==> src/rtl/bp_fetch_pc_gen_pkg.sv <==
// Shared helpers for the fetch next-PC generator: index sizing and
// saturating branch-counter encodings/arithmetic.
package bp_fetch_pc_gen_pkg;

  function automatic int clog2(input int n);
    int r;
    r = 0;
    for (int i = 0; i < 32; i++) begin
      if ((1 << r) < n) r = r + 1;
    end
    return r;
  endfunction

  // Weakly-not-taken: MSB clear, all lower bits set (e.g. 2'b01).
  function automatic int ctr_wnt(input int w);
    return (1 << (w - 1)) - 1;
  endfunction

  // Weakly-taken: MSB set, all lower bits clear (e.g. 2'b10).
  function automatic int ctr_wt(input int w);
    return 1 << (w - 1);
  endfunction

  function automatic int sat_inc(input int c, input int w);
    return (c == (1 << w) - 1) ? c : c + 1;
  endfunction

  function automatic int sat_dec(input int c);
    return (c == 0) ? c : c - 1;
  endfunction

endpackage

==> src/rtl/bp_fetch_pc_gen_if.sv <==
// Fetch-side bundle: stall/redirect/training inputs and the PC/prediction outputs.
interface bp_fetch_pc_gen_if #(
  parameter int ADDR_W = 32
);
  logic              fetch_stall;
  logic              redirect_valid;
  logic [ADDR_W-1:0] redirect_target;
  logic              upd_valid;
  logic [ADDR_W-1:0] upd_pc;
  logic              upd_taken;
  logic [ADDR_W-1:0] upd_target;
  logic [ADDR_W-1:0] fetch_pc;
  logic              pred_hit;
  logic              pred_taken;
  logic [ADDR_W-1:0] pred_target;
  logic              redirect_done;

  modport master (
    output fetch_stall, redirect_valid, redirect_target,
    output upd_valid, upd_pc, upd_taken, upd_target,
    input  fetch_pc, pred_hit, pred_taken, pred_target, redirect_done
  );

  modport slave (
    input  fetch_stall, redirect_valid, redirect_target,
    input  upd_valid, upd_pc, upd_taken, upd_target,
    output fetch_pc, pred_hit, pred_taken, pred_target, redirect_done
  );
endinterface

==> src/rtl/bp_fetch_pc_gen_btb.sv <==
// Direct-mapped BTB: one combinational lookup port, one registered training port.
// With BP_UPDATE_BYPASS_EN defined, a same-index update is forwarded to the lookup.
module bp_fetch_pc_gen_btb
  import bp_fetch_pc_gen_pkg::*;
#(
  parameter int ADDR_W  = 32,
  parameter int ENTRIES = 16,
  parameter int CTR_W   = 2
) (
  input  logic              clk,
  input  logic              rst,
  input  logic [ADDR_W-1:0] lk_pc,
  output logic              lk_hit,
  output logic              lk_taken,
  output logic [ADDR_W-1:0] lk_target,
  input  logic              upd_valid,
  input  logic [ADDR_W-1:0] upd_pc,
  input  logic              upd_taken,
  input  logic [ADDR_W-1:0] upd_target
);
  localparam int IDX_W = clog2(ENTRIES);
  localparam int TAG_W = ADDR_W - 2 - IDX_W;

  logic [ENTRIES-1:0] valid_q, valid_d;
  logic [TAG_W-1:0]   tag_q    [ENTRIES];
  logic [TAG_W-1:0]   tag_d    [ENTRIES];
  logic [ADDR_W-1:0]  target_q [ENTRIES];
  logic [ADDR_W-1:0]  target_d [ENTRIES];
  logic [CTR_W-1:0]   ctr_q    [ENTRIES];
  logic [CTR_W-1:0]   ctr_d    [ENTRIES];

  logic [IDX_W-1:0] upd_idx, lk_idx;
  logic [TAG_W-1:0] upd_tag, lk_tag;
  logic             upd_hit;
  logic             wr_en;
  logic [ADDR_W-1:0] wr_target;
  logic [CTR_W-1:0]  wr_ctr;
  logic              rd_valid;
  logic [TAG_W-1:0]  rd_tag;
  logic [ADDR_W-1:0] rd_target;
  logic [CTR_W-1:0]  rd_ctr;
  logic              unused_pc_lsbs;

  assign upd_idx = upd_pc[IDX_W+1:2];
  assign upd_tag = upd_pc[ADDR_W-1:IDX_W+2];
  assign lk_idx  = lk_pc[IDX_W+1:2];
  assign lk_tag  = lk_pc[ADDR_W-1:IDX_W+2];
  assign unused_pc_lsbs = ^{upd_pc[1:0], lk_pc[1:0]};

  assign upd_hit = valid_q[upd_idx] && (tag_q[upd_idx] == upd_tag);

  // Post-update contents of the indexed entry; not-taken misses leave it alone.
  always_comb begin
    wr_en     = 1'b0;
    wr_target = target_q[upd_idx];
    wr_ctr    = ctr_q[upd_idx];
    if (upd_valid) begin
      if (upd_hit) begin
        wr_en = 1'b1;
        if (upd_taken) begin
          wr_ctr    = CTR_W'(sat_inc(int'(ctr_q[upd_idx]), CTR_W));
          wr_target = upd_target;
        end else begin
          wr_ctr = CTR_W'(sat_dec(int'(ctr_q[upd_idx])));
        end
      end else if (upd_taken) begin
        wr_en     = 1'b1;
        wr_target = upd_target;
        wr_ctr    = CTR_W'(ctr_wt(CTR_W));
      end
    end
  end

  always_comb begin
    valid_d  = valid_q;
    tag_d    = tag_q;
    target_d = target_q;
    ctr_d    = ctr_q;
    if (wr_en) begin
      valid_d[upd_idx]  = 1'b1;
      tag_d[upd_idx]    = upd_tag;
      target_d[upd_idx] = wr_target;
      ctr_d[upd_idx]    = wr_ctr;
    end
  end

  // Reset wins over any pending update, so training during reset is dropped.
  always_ff @(posedge clk) begin
    if (rst) begin
      valid_q <= '0;
      for (int i = 0; i < ENTRIES; i++) begin
        ctr_q[i] <= CTR_W'(ctr_wnt(CTR_W));
      end
    end else begin
      valid_q <= valid_d;
      ctr_q   <= ctr_d;
    end
  end

  // Tag/target are qualified by valid, so they need no reset.
  always_ff @(posedge clk) begin
    tag_q    <= tag_d;
    target_q <= target_d;
  end

  always_comb begin
    rd_valid  = valid_q[lk_idx];
    rd_tag    = tag_q[lk_idx];
    rd_target = target_q[lk_idx];
    rd_ctr    = ctr_q[lk_idx];
`ifdef BP_UPDATE_BYPASS_EN
    if (wr_en && (upd_idx == lk_idx)) begin
      rd_valid  = 1'b1;
      rd_tag    = upd_tag;
      rd_target = wr_target;
      rd_ctr    = wr_ctr;
    end
`endif
  end

  assign lk_hit    = rd_valid && (rd_tag == lk_tag);
  assign lk_taken  = lk_hit && rd_ctr[CTR_W-1];
  assign lk_target = rd_target;

endmodule

==> src/rtl/bp_fetch_pc_gen.sv <==
// Fetch next-PC generator: registered fetch PC, BTB prediction, late redirects.
// Optional same-cycle update forwarding is enabled by defining BP_UPDATE_BYPASS_EN.
module bp_fetch_pc_gen
  import bp_fetch_pc_gen_pkg::*;
#(
  parameter int                ADDR_W      = 32,
  parameter int                BTB_ENTRIES = 16,
  parameter int                CTR_W       = 2,
  parameter logic [ADDR_W-1:0] RESET_PC    = '0
) (
  input logic              clk,
  input logic              rst,
  bp_fetch_pc_gen_if.slave bus
);
  logic [ADDR_W-1:0] fetch_pc_q, fetch_pc_d;
  logic              redirect_done_q, redirect_done_d;
  logic              btb_hit, btb_taken;
  logic [ADDR_W-1:0] btb_target;
  logic [ADDR_W-1:0] pred_target;

  bp_fetch_pc_gen_btb #(
    .ADDR_W  (ADDR_W),
    .ENTRIES (BTB_ENTRIES),
    .CTR_W   (CTR_W)
  ) u_btb (
    .clk        (clk),
    .rst        (rst),
    .lk_pc      (fetch_pc_q),
    .lk_hit     (btb_hit),
    .lk_taken   (btb_taken),
    .lk_target  (btb_target),
    .upd_valid  (bus.upd_valid),
    .upd_pc     (bus.upd_pc),
    .upd_taken  (bus.upd_taken),
    .upd_target (bus.upd_target)
  );

  // Sequential path wraps naturally at the top of the address space.
  assign pred_target = btb_taken ? btb_target : fetch_pc_q + ADDR_W'(4);

  // Redirect outranks stall so a redirect arriving while fetch is stalled still lands.
  always_comb begin
    fetch_pc_d      = pred_target;
    redirect_done_d = 1'b0;
    if (bus.redirect_valid) begin
      fetch_pc_d      = bus.redirect_target;
      redirect_done_d = 1'b1;
    end else if (bus.fetch_stall) begin
      fetch_pc_d = fetch_pc_q;
    end
  end

  always_ff @(posedge clk) begin
    if (rst) begin
      fetch_pc_q      <= RESET_PC;
      redirect_done_q <= 1'b0;
    end else begin
      fetch_pc_q      <= fetch_pc_d;
      redirect_done_q <= redirect_done_d;
    end
  end

  assign bus.fetch_pc      = fetch_pc_q;
  assign bus.pred_hit      = btb_hit;
  assign bus.pred_taken    = btb_taken;
  assign bus.pred_target   = pred_target;
  assign bus.redirect_done = redirect_done_q;

endmodule

==> src/flat_wrapper.sv <==
// flat-port wrapper written by rule: the top's interface ports become plain ports
module bp_fetch_pc_gen_flat import bp_fetch_pc_gen_pkg::*;
#(
  parameter int                ADDR_W      = 32,
  parameter int                BTB_ENTRIES = 16,
  parameter int                CTR_W       = 2,
  parameter logic [ADDR_W-1:0] RESET_PC    = '0
)
  (clk, rst, bus_fetch_stall, bus_redirect_valid, bus_redirect_target, bus_upd_valid, bus_upd_pc, bus_upd_taken, bus_upd_target, bus_fetch_pc, bus_pred_hit, bus_pred_taken, bus_pred_target, bus_redirect_done);
  bp_fetch_pc_gen_if #(.ADDR_W(ADDR_W)) bus_i ();
  input logic clk;
  input logic rst;
  input wire logic [$bits(bus_i.fetch_stall)-1:0] bus_fetch_stall;
  input wire logic [$bits(bus_i.redirect_valid)-1:0] bus_redirect_valid;
  input wire logic [$bits(bus_i.redirect_target)-1:0] bus_redirect_target;
  input wire logic [$bits(bus_i.upd_valid)-1:0] bus_upd_valid;
  input wire logic [$bits(bus_i.upd_pc)-1:0] bus_upd_pc;
  input wire logic [$bits(bus_i.upd_taken)-1:0] bus_upd_taken;
  input wire logic [$bits(bus_i.upd_target)-1:0] bus_upd_target;
  output wire logic [$bits(bus_i.fetch_pc)-1:0] bus_fetch_pc;
  output wire logic [$bits(bus_i.pred_hit)-1:0] bus_pred_hit;
  output wire logic [$bits(bus_i.pred_taken)-1:0] bus_pred_taken;
  output wire logic [$bits(bus_i.pred_target)-1:0] bus_pred_target;
  output wire logic [$bits(bus_i.redirect_done)-1:0] bus_redirect_done;
  assign bus_i.fetch_stall = bus_fetch_stall;
  assign bus_i.redirect_valid = bus_redirect_valid;
  assign bus_i.redirect_target = bus_redirect_target;
  assign bus_i.upd_valid = bus_upd_valid;
  assign bus_i.upd_pc = bus_upd_pc;
  assign bus_i.upd_taken = bus_upd_taken;
  assign bus_i.upd_target = bus_upd_target;
  assign bus_fetch_pc = bus_i.fetch_pc;
  assign bus_pred_hit = bus_i.pred_hit;
  assign bus_pred_taken = bus_i.pred_taken;
  assign bus_pred_target = bus_i.pred_target;
  assign bus_redirect_done = bus_i.redirect_done;
  bp_fetch_pc_gen #(.ADDR_W(ADDR_W), .BTB_ENTRIES(BTB_ENTRIES), .CTR_W(CTR_W), .RESET_PC(RESET_PC)) u_core (.clk(clk), .rst(rst), .bus(bus_i));
endmodule
==> config.mk <==
export PLATFORM = sky130hd
export DESIGN_NAME = bp_fetch_pc_gen_flat
export DESIGN_NICKNAME = d
export VERILOG_FILES = /design/src/rtl/bp_fetch_pc_gen_pkg.sv /design/src/rtl/bp_fetch_pc_gen_if.sv /design/src/rtl/bp_fetch_pc_gen_btb.sv /design/src/rtl/bp_fetch_pc_gen.sv /design/src/flat_wrapper.sv
export SDC_FILE = /design/constraint.sdc
export NUM_CORES = 2
export LEC_CHECK = 0
export CORE_MARGIN = 4
export CORE_UTILIZATION = 53
export DETAILED_ROUTE_END_ITERATION = 8
export GPL_TIMING_DRIVEN = 0
export PLACE_DENSITY = 0.8
export SYNTH_ARGS = -nofsm -noshare
export SYNTH_HDL_FRONTEND = slang
export SYNTH_SLANG_ARGS = --single-unit
==> constraint.sdc <==
create_clock -name clk -period 7.6 [get_ports clk]
set_clock_uncertainty 0.1 [all_clocks]
set_input_delay 0.76 -clock clk [delete_from_list [all_inputs] [get_ports clk]]
set_output_delay 0.76 -clock clk [all_outputs]
set_load 0.05 [all_outputs]
---- Word-level counts from Yosys, hierarchy flattened ----
Cells that the tools add are included.
storage, ports and cells
  bits in latches ......................... 0
  ROM bits ................................ 0
  memories kept ........................... 0
  word-level logic and storage cells ...... 121
  output and inout bits ................... 67
  bits in registers ....................... 1009
  input bits .............................. 102
  RAM bits ................................ 0
cells by class
  equality and inequality tests ........... 4
  muxes and demuxes ....................... 48
  reduce and logical (&&, ||, !) cells .... 6
  $lt $le $gt $ge ......................... 6
  $add $sub $neg .......................... 3
  multipliers ............................. 0
  bitwise logic cells ..................... 3
  divide/modulo/power cells ............... 0
  shifts and indexed selects .............. 0
operators with widths
  kind                   number
  $bwmux 512             1
  $bwmux 416             1
  $mux 32                10
  $bmux 32 s4            2
  $bmux 26 s4            2
  $mux 26                5
  $demux 32 s4           1
  $demux 26 s4           1
  $eq 26x26->1           2
  $add 32x3->32 const B  1
  $bwmux 32              1
  $mux 2                 11
  $bmux 2 s4             2
  $or 16x16->16          1
  $ge 5x5->1 const B     2
  $lt 4x5->1 const B     2
  $not 4->5              2
  $bmux 1 s4             2
  $demux 2 s4            1
  $mux 1                 7
  $logic_and 1x1->1      5
  $lt 5x1->1 const B     1
  $demux 1 s4            1
  $ge 4x1->1 const B     1
  other kinds (5)        5

---- Logic depth before layout (Yosys ltp) ----
  depth in word-level cells ............... 10
  gate-level depth with buffers ........... 15

---- Cells and area by module ----
From an unflattened synthesis, not the netlist that was laid out.
second synthesis, totals
  cells, all modules ...................... 2857
  area, all modules ....................... 49557.5 um^2
modules (own cells, without submodules)
  module               area an instance (um^2)  cells each  seq. area each (um^2)  instances
  bp_fetch_pc_gen_btb  46585.9                  2439        28827.6                1
  bp_fetch_pc_gen      2971.6                   418         660.6                  1

---- Least setup slack after synthesis ----
No wires, ideal clock.
  path type ............................... input -> register
  start point ............................. input bus_upd_pc[3]
  end point ............................... register u_core.u_btb.tag_q[156] in the netlist's numbering, enable pin
  data required time ...................... 7.021 ns
  buffers on the path ..................... 4
  path slack .............................. 1.080 ns
  library setup time ...................... 0.479 ns
  cell stages on the path ................. 12
  data arrival time ....................... 5.941 ns
  cell sequence ........................... buf_2 > buf_4 > buf_2 > mux4_2 > mux4_2 > xor2_1 > nor4_1 > nand4_1 > nor4_2 > a21oi_2 > buf_2 > nor2_1
on the way
  word-level cells in the longest chain between the ends .. 8
  elaborated cells between the ends (all ways) .. 10
ends and longest elaborated chain
  item                                         line                        source
  from (decl)                                  flat_wrapper.sv:17          input wire logic [$bits(bus_i.upd_pc)-1:0] bus_upd_pc;
  $not 4->5 (not written as such)              bp_fetch_pc_gen_btb.sv:50   assign upd_hit = valid_q[upd_idx] && (tag_q[upd_idx] == upd_tag);
  $bmux 26 s4                                  bp_fetch_pc_gen_btb.sv:50
  $mux 26 (not written as such) (2 in series)  bp_fetch_pc_gen_btb.sv:50
  $eq 26x26->1                                 bp_fetch_pc_gen_btb.sv:50
  $logic_and 1x1->1 (*)                        bp_fetch_pc_gen_btb.sv:50
  $mux 1 (*)                                   bp_fetch_pc_gen_btb.sv:58   if (upd_hit) begin
  $mux 1 (*)                                   bp_fetch_pc_gen_btb.sv:57   if (upd_valid) begin
  to (signal assigned)                         bp_fetch_pc_gen_btb.sv:102  tag_q <= tag_d;
  to (decl)                                    bp_fetch_pc_gen_btb.sv:25   logic [TAG_W-1:0] tag_q [ENTRIES];
Mark *: on every way between the ends. The rest lies on a longest branch, timed or not. The select of a mux whose other input is x is not followed.
A chain may end at the register's enable or synchronous reset.

---- Final worst setup path ----
  start point ............................. register u_core.fetch_pc_q[3] (netlist: u_core.bus.fetch_pc[3])
  end point ............................... output bus_pred_target[30]
on the way
  word-level cells in the longest chain between the ends .. 8
  elaborated cells between the ends (all ways) .. 17
ends and longest elaborated chain
  item                                         line                                                                                source
  from (decl)                                  bp_fetch_pc_gen.sv:15                                                               logic [ADDR_W-1:0] fetch_pc_q, fetch_pc_d;
  from (signal assigned)                       bp_fetch_pc_gen.sv:58                                                               fetch_pc_q <= fetch_pc_d;
  $not 4->5 (not written as such)              bp_fetch_pc_gen_btb.sv:108, bp_fetch_pc_gen_btb.sv:109, bp_fetch_pc_gen_btb.sv:110
  $bmux 26 s4                                  bp_fetch_pc_gen_btb.sv:108                                                          rd_tag = tag_q[lk_idx];
  $mux 26 (not written as such) (2 in series)  bp_fetch_pc_gen_btb.sv:108
  $eq 26x26->1                                 bp_fetch_pc_gen_btb.sv:121                                                          assign lk_hit = rd_valid && (rd_tag == lk_tag);
  $logic_and 1x1->1                            bp_fetch_pc_gen_btb.sv:121
  $logic_and 1x1->1                            bp_fetch_pc_gen_btb.sv:122                                                          assign lk_taken = lk_hit && rd_ctr[CTR_W-1];
  $mux 32 (*)                                  bp_fetch_pc_gen.sv:39                                                               assign pred_target = btb_taken ? btb_target : fetch_pc_q + ADDR_W'(4);
  to (decl)                                    flat_wrapper.sv:23                                                                  output wire logic [$bits(bus_i.pred_target)-1:0] bus_pred_target;
Marked as above.

==> impl_metrics.ini <==
[finish]
multi_input_area_um2 = 18000
nFillCells = 6049
synthToLayoutAreaGrowth_pct = 16.2
seqCellArea_um2 = 29500
finalCoreUtilization_pct = 62.3
drive_gt1_share_pct = 32.2
finalNetCount = 2951

[clock_tree]
deepest_level_of_the_cts_h_tree = 3
buffer_levels_on_the_longest_clock_path = 3
clk_pin_slew_ns = 0.06
numCtsBuffers = 104
root_buffer = clkbuf_16
clock_insertion_delay_at_the_later_pin_of_the_skew_report_ns = 0.71
cts.sinks = 1009
cts_tree = done

[synthesis]
syn-instance-count = 2526
yosys_top_cell_area_share_pct = 57.5
synth_edf_count = 928
syn_avg_cell_area_um2 = 19.2
synth_area_leaders = edfxtp_1, mux4_2, dfxtp_1
synthArstFlopShare_pct = 0
cell_type_with_the_largest_total_area_after_synthesis = edfxtp_1
syn_nets = 2629
synth.yosys.seq_area_share_pct = 60.8
syn-cell-area_um2 = 48500
synth_ff_type = edfxtp_1
synth_seq_cells = 1009
yosys-top-cells-count = edfxtp_1, mux4_2, mux2i_1, clkbuf_1, nand2_1
yosysUniqueCellTypes = 71
count_of_warnings_emitted_by_yosys = 0
synth.most_common_cell = edfxtp_1

[setup_path]
timing.critical_path.slowest_cell_delay_ns = 0.83
crit_path_cell_trace = buf_6 > buf_4 > buf_4 > buf_2 > clkbuf_1 > clkbuf_1 > mux4_2 > mux4_2 > mux2_1 > clkdlybuf4s50_1
critical_path.endpoint_type = output port
path_delay_family = buffers and inverters
crit-reg2reg-launch = u_core.u_btb.tag_q[21]
crit_slowest_cell = clkbuf_1
worst-r2r-setup-slack_ns = 1.86
crit_buf_inv = 7
worst-path-stages = 10
path_max_fanout = 10
worst_ep_arrival_time_ns = 6.77
reg2reg_depth = 11
crit_start = u_core.bus.fetch_pc[3]
criticalPathCategory = reg2out
setup.worst_path.start_class = flip-flop
crit_end = bus_pred_target[30]
rr_endpoint = u_core.u_btb.target_q[79]
worstPathRequired_ns = 6.74

[die]
fp.dieArea_um2 = 96400
floorplan.core_area_um2 = 90400
vertical_extent_of_the_die_um = 311
start_util_pct = 53.6
die_width_um = 311
floorplan.io_pins = 169
floorplan.rows = 110

[global_route]
first_pass_grt_wire_length_mm = 244
gr-usage-all-layers_pct = 36.3
grt_pass1_vias = 31200
grt_max_degree = 22
grt_overflow = 0
antenna_found_initial = 14

[detailed_routing]
drt_iter0_markers = 5508
remaining_drc_errors = 0
vias = 31400
route.antenna.remaining_nets = 0
drt-wirelength-per-cell_um = 43.0
detailedRoute.firstPassIterationCount = 6
postRouteWirelength_mm = 177
viasPerCell = 7.63

[timing]
timing.slew.headroom_pct = 9.92
hold_ws_ns = 0.395
layout_worst_path_cycle_share_pct = 100
worstMarginPinSlew_ns = 1.35
finalSetupViolations = 2
rsz_0062_raised_after_global_routing = false
max_clock_freq_mhz = 131
minimum_clock_period_ns = 7.63
hold_viol = 0
slew_violations = 0
postLayoutSetupSlackWorst_ns = -0.0322

[power_and_ir_drop]
power_density_nw_per_um2 = 234
power.total_mw = 13.2
cellLeakagePower_nw = 17.9
peakVddDrop_mv = 0.228

[placed_design]
final_hpwl_from_detailed_placement_mm = 122
io_buffers = 163
gp_congestion = 1.04

[min_path]
timing.hold.worst.class = reg2reg

[outcome]
outcome = complete, but fails checks
violations = negative setup slack

[flow_run]
max_cap_violations = 0
worst min-delay path by stage:
| stage | startpoint | to | cells past startpoint |
|---|---|---|---|
| final | u_core.u_btb.ctr_q[3] | u_core.u_btb.ctr_q[3] | 2 |
| after global routing | u_core.u_btb.ctr_q[3] | u_core.u_btb.ctr_q[3] | 2 |
| after CTS | u_core.u_btb.ctr_q[3] | u_core.u_btb.ctr_q[3] | 2 |
| after detailed placement | u_core.u_btb.ctr_q[3] | u_core.u_btb.ctr_q[3] | 2 |
| after global placement | u_core.u_btb.ctr_q[30] | u_core.u_btb.ctr_q[30] | 1 |
| after floorplan | u_core.u_btb.ctr_q[13] | u_core.u_btb.ctr_q[13] | 2 |
worst reg2reg max path, cell delays in order (launching register included):
cell	delay, ns
edfxtp_1	0.40
mux4_2	0.49
mux4_2	0.49
xor2_1	0.17
nor4_2	0.93
nand4_1	0.21
nor4_2	0.76
a21oi_2	0.32
buf_2	0.38
nor2_4	0.61
buf_12	0.28
buf_12	0.28
routing by layer:
metal  vias to the layer above  part of all wire (%)  wire length [µm]  GRT usage, %
met5                         -                 0.031                54             0
met1                     16100                    32             56800          44.5
met2                      3138                    46             81300          55.9
met4                         8                   6.5             11500          18.5
met3                       685                    15             27300          15.0
li1                      11500                     -                 -             -
area by class of cell:
class                           count  share of cell area [%]
Clock buffer                      131                    5.01
Buffer                            188                    1.65
Clock inverter                     59                    1.13
Inverter                           55                   0.366
Antenna cell                       10                  0.0444
Tap cell                         1176                    2.61
Multi-Input combinational cell   1273                    31.9
Timing Repair Buffer              217                    4.94
Sequential cell                  1009                    52.3
flip-flops by register name, summed over array words and instances, names as in the netlist:
name / cells
u_core.u_btb.ctr_q: 32
u_core.u_btb.tag_q: 416
u_core.bus.redirect_done: 1
u_core.u_btb.valid_q: 16
u_core.bus.fetch_pc: 32
u_core.u_btb.target_q: 512
power by group:
group | internal (mW) | switching [mW]
Clock | 2.98 | 2.24
Combinational | 0.652 | 1.06
Sequential | 6.19 | 0.0583
metrics by stage:
step                      setup TNS, ns  worst slack, ns  cells  instance area (µm²)
after detailed placement        -101.54           -0.416   3917                52800
after global placement         -4665.50            -6.19   3865                51600
after floorplan                       0             1.08   2526                48500
after CTS                             0          0.00822   4106                56300
after global routing                  0           0.0582   4110                56300
final                           -0.0417          -0.0322   4118                56400
cells in the final DEF (no fill, tap or decap), types with 13 or more instances in the layout:
cell type / instances
edfxtp_1: 928
mux4_2: 533
clkdlybuf4s50_1: 163
mux2i_1: 114
clkbuf_16: 107
clkbuf_1: 104
nand2_1: 85
dfxtp_1: 81
xnor2_1: 61
buf_2: 54
mux2_2: 54
inv_1: 51
o32ai_1: 48
buf_12: 42
a21o_1: 33
nor2_1: 24
clkinv_1: 23
nand3_1: 21
mux2_4: 20
buf_4: 18
nor3_1: 18
xor2_1: 17
clkinv_2: 17
buf_1: 16
o21ai_0: 16
a21oi_1: 16
nor2_4: 16
o21ba_2: 16
o32a_1: 16
a22o_1: 13
cell families after synthesis:
logic type                 count (synthesis)  share of synthesized area, %
DFF                                     1009                          60.8
muxes                                    725                          29.1
buffers and inverters                    244                          2.31
AOI/OAI and AO/OA                        242                          4.00
and+or+nand+nor                          227                          2.35
xor gates and xnor gates                  78                          1.41
adders and majority gates                  1                        0.0258
timing repair:
action / in CTS / in global routing
buffers inserted: 0 / 2
resized for setup: 4 / 4
hold buffers: 0 / 0
setup endpoints to repair: 32 / 26
pin swaps: 0 / 1
Power figures use the tool's default switching activity.
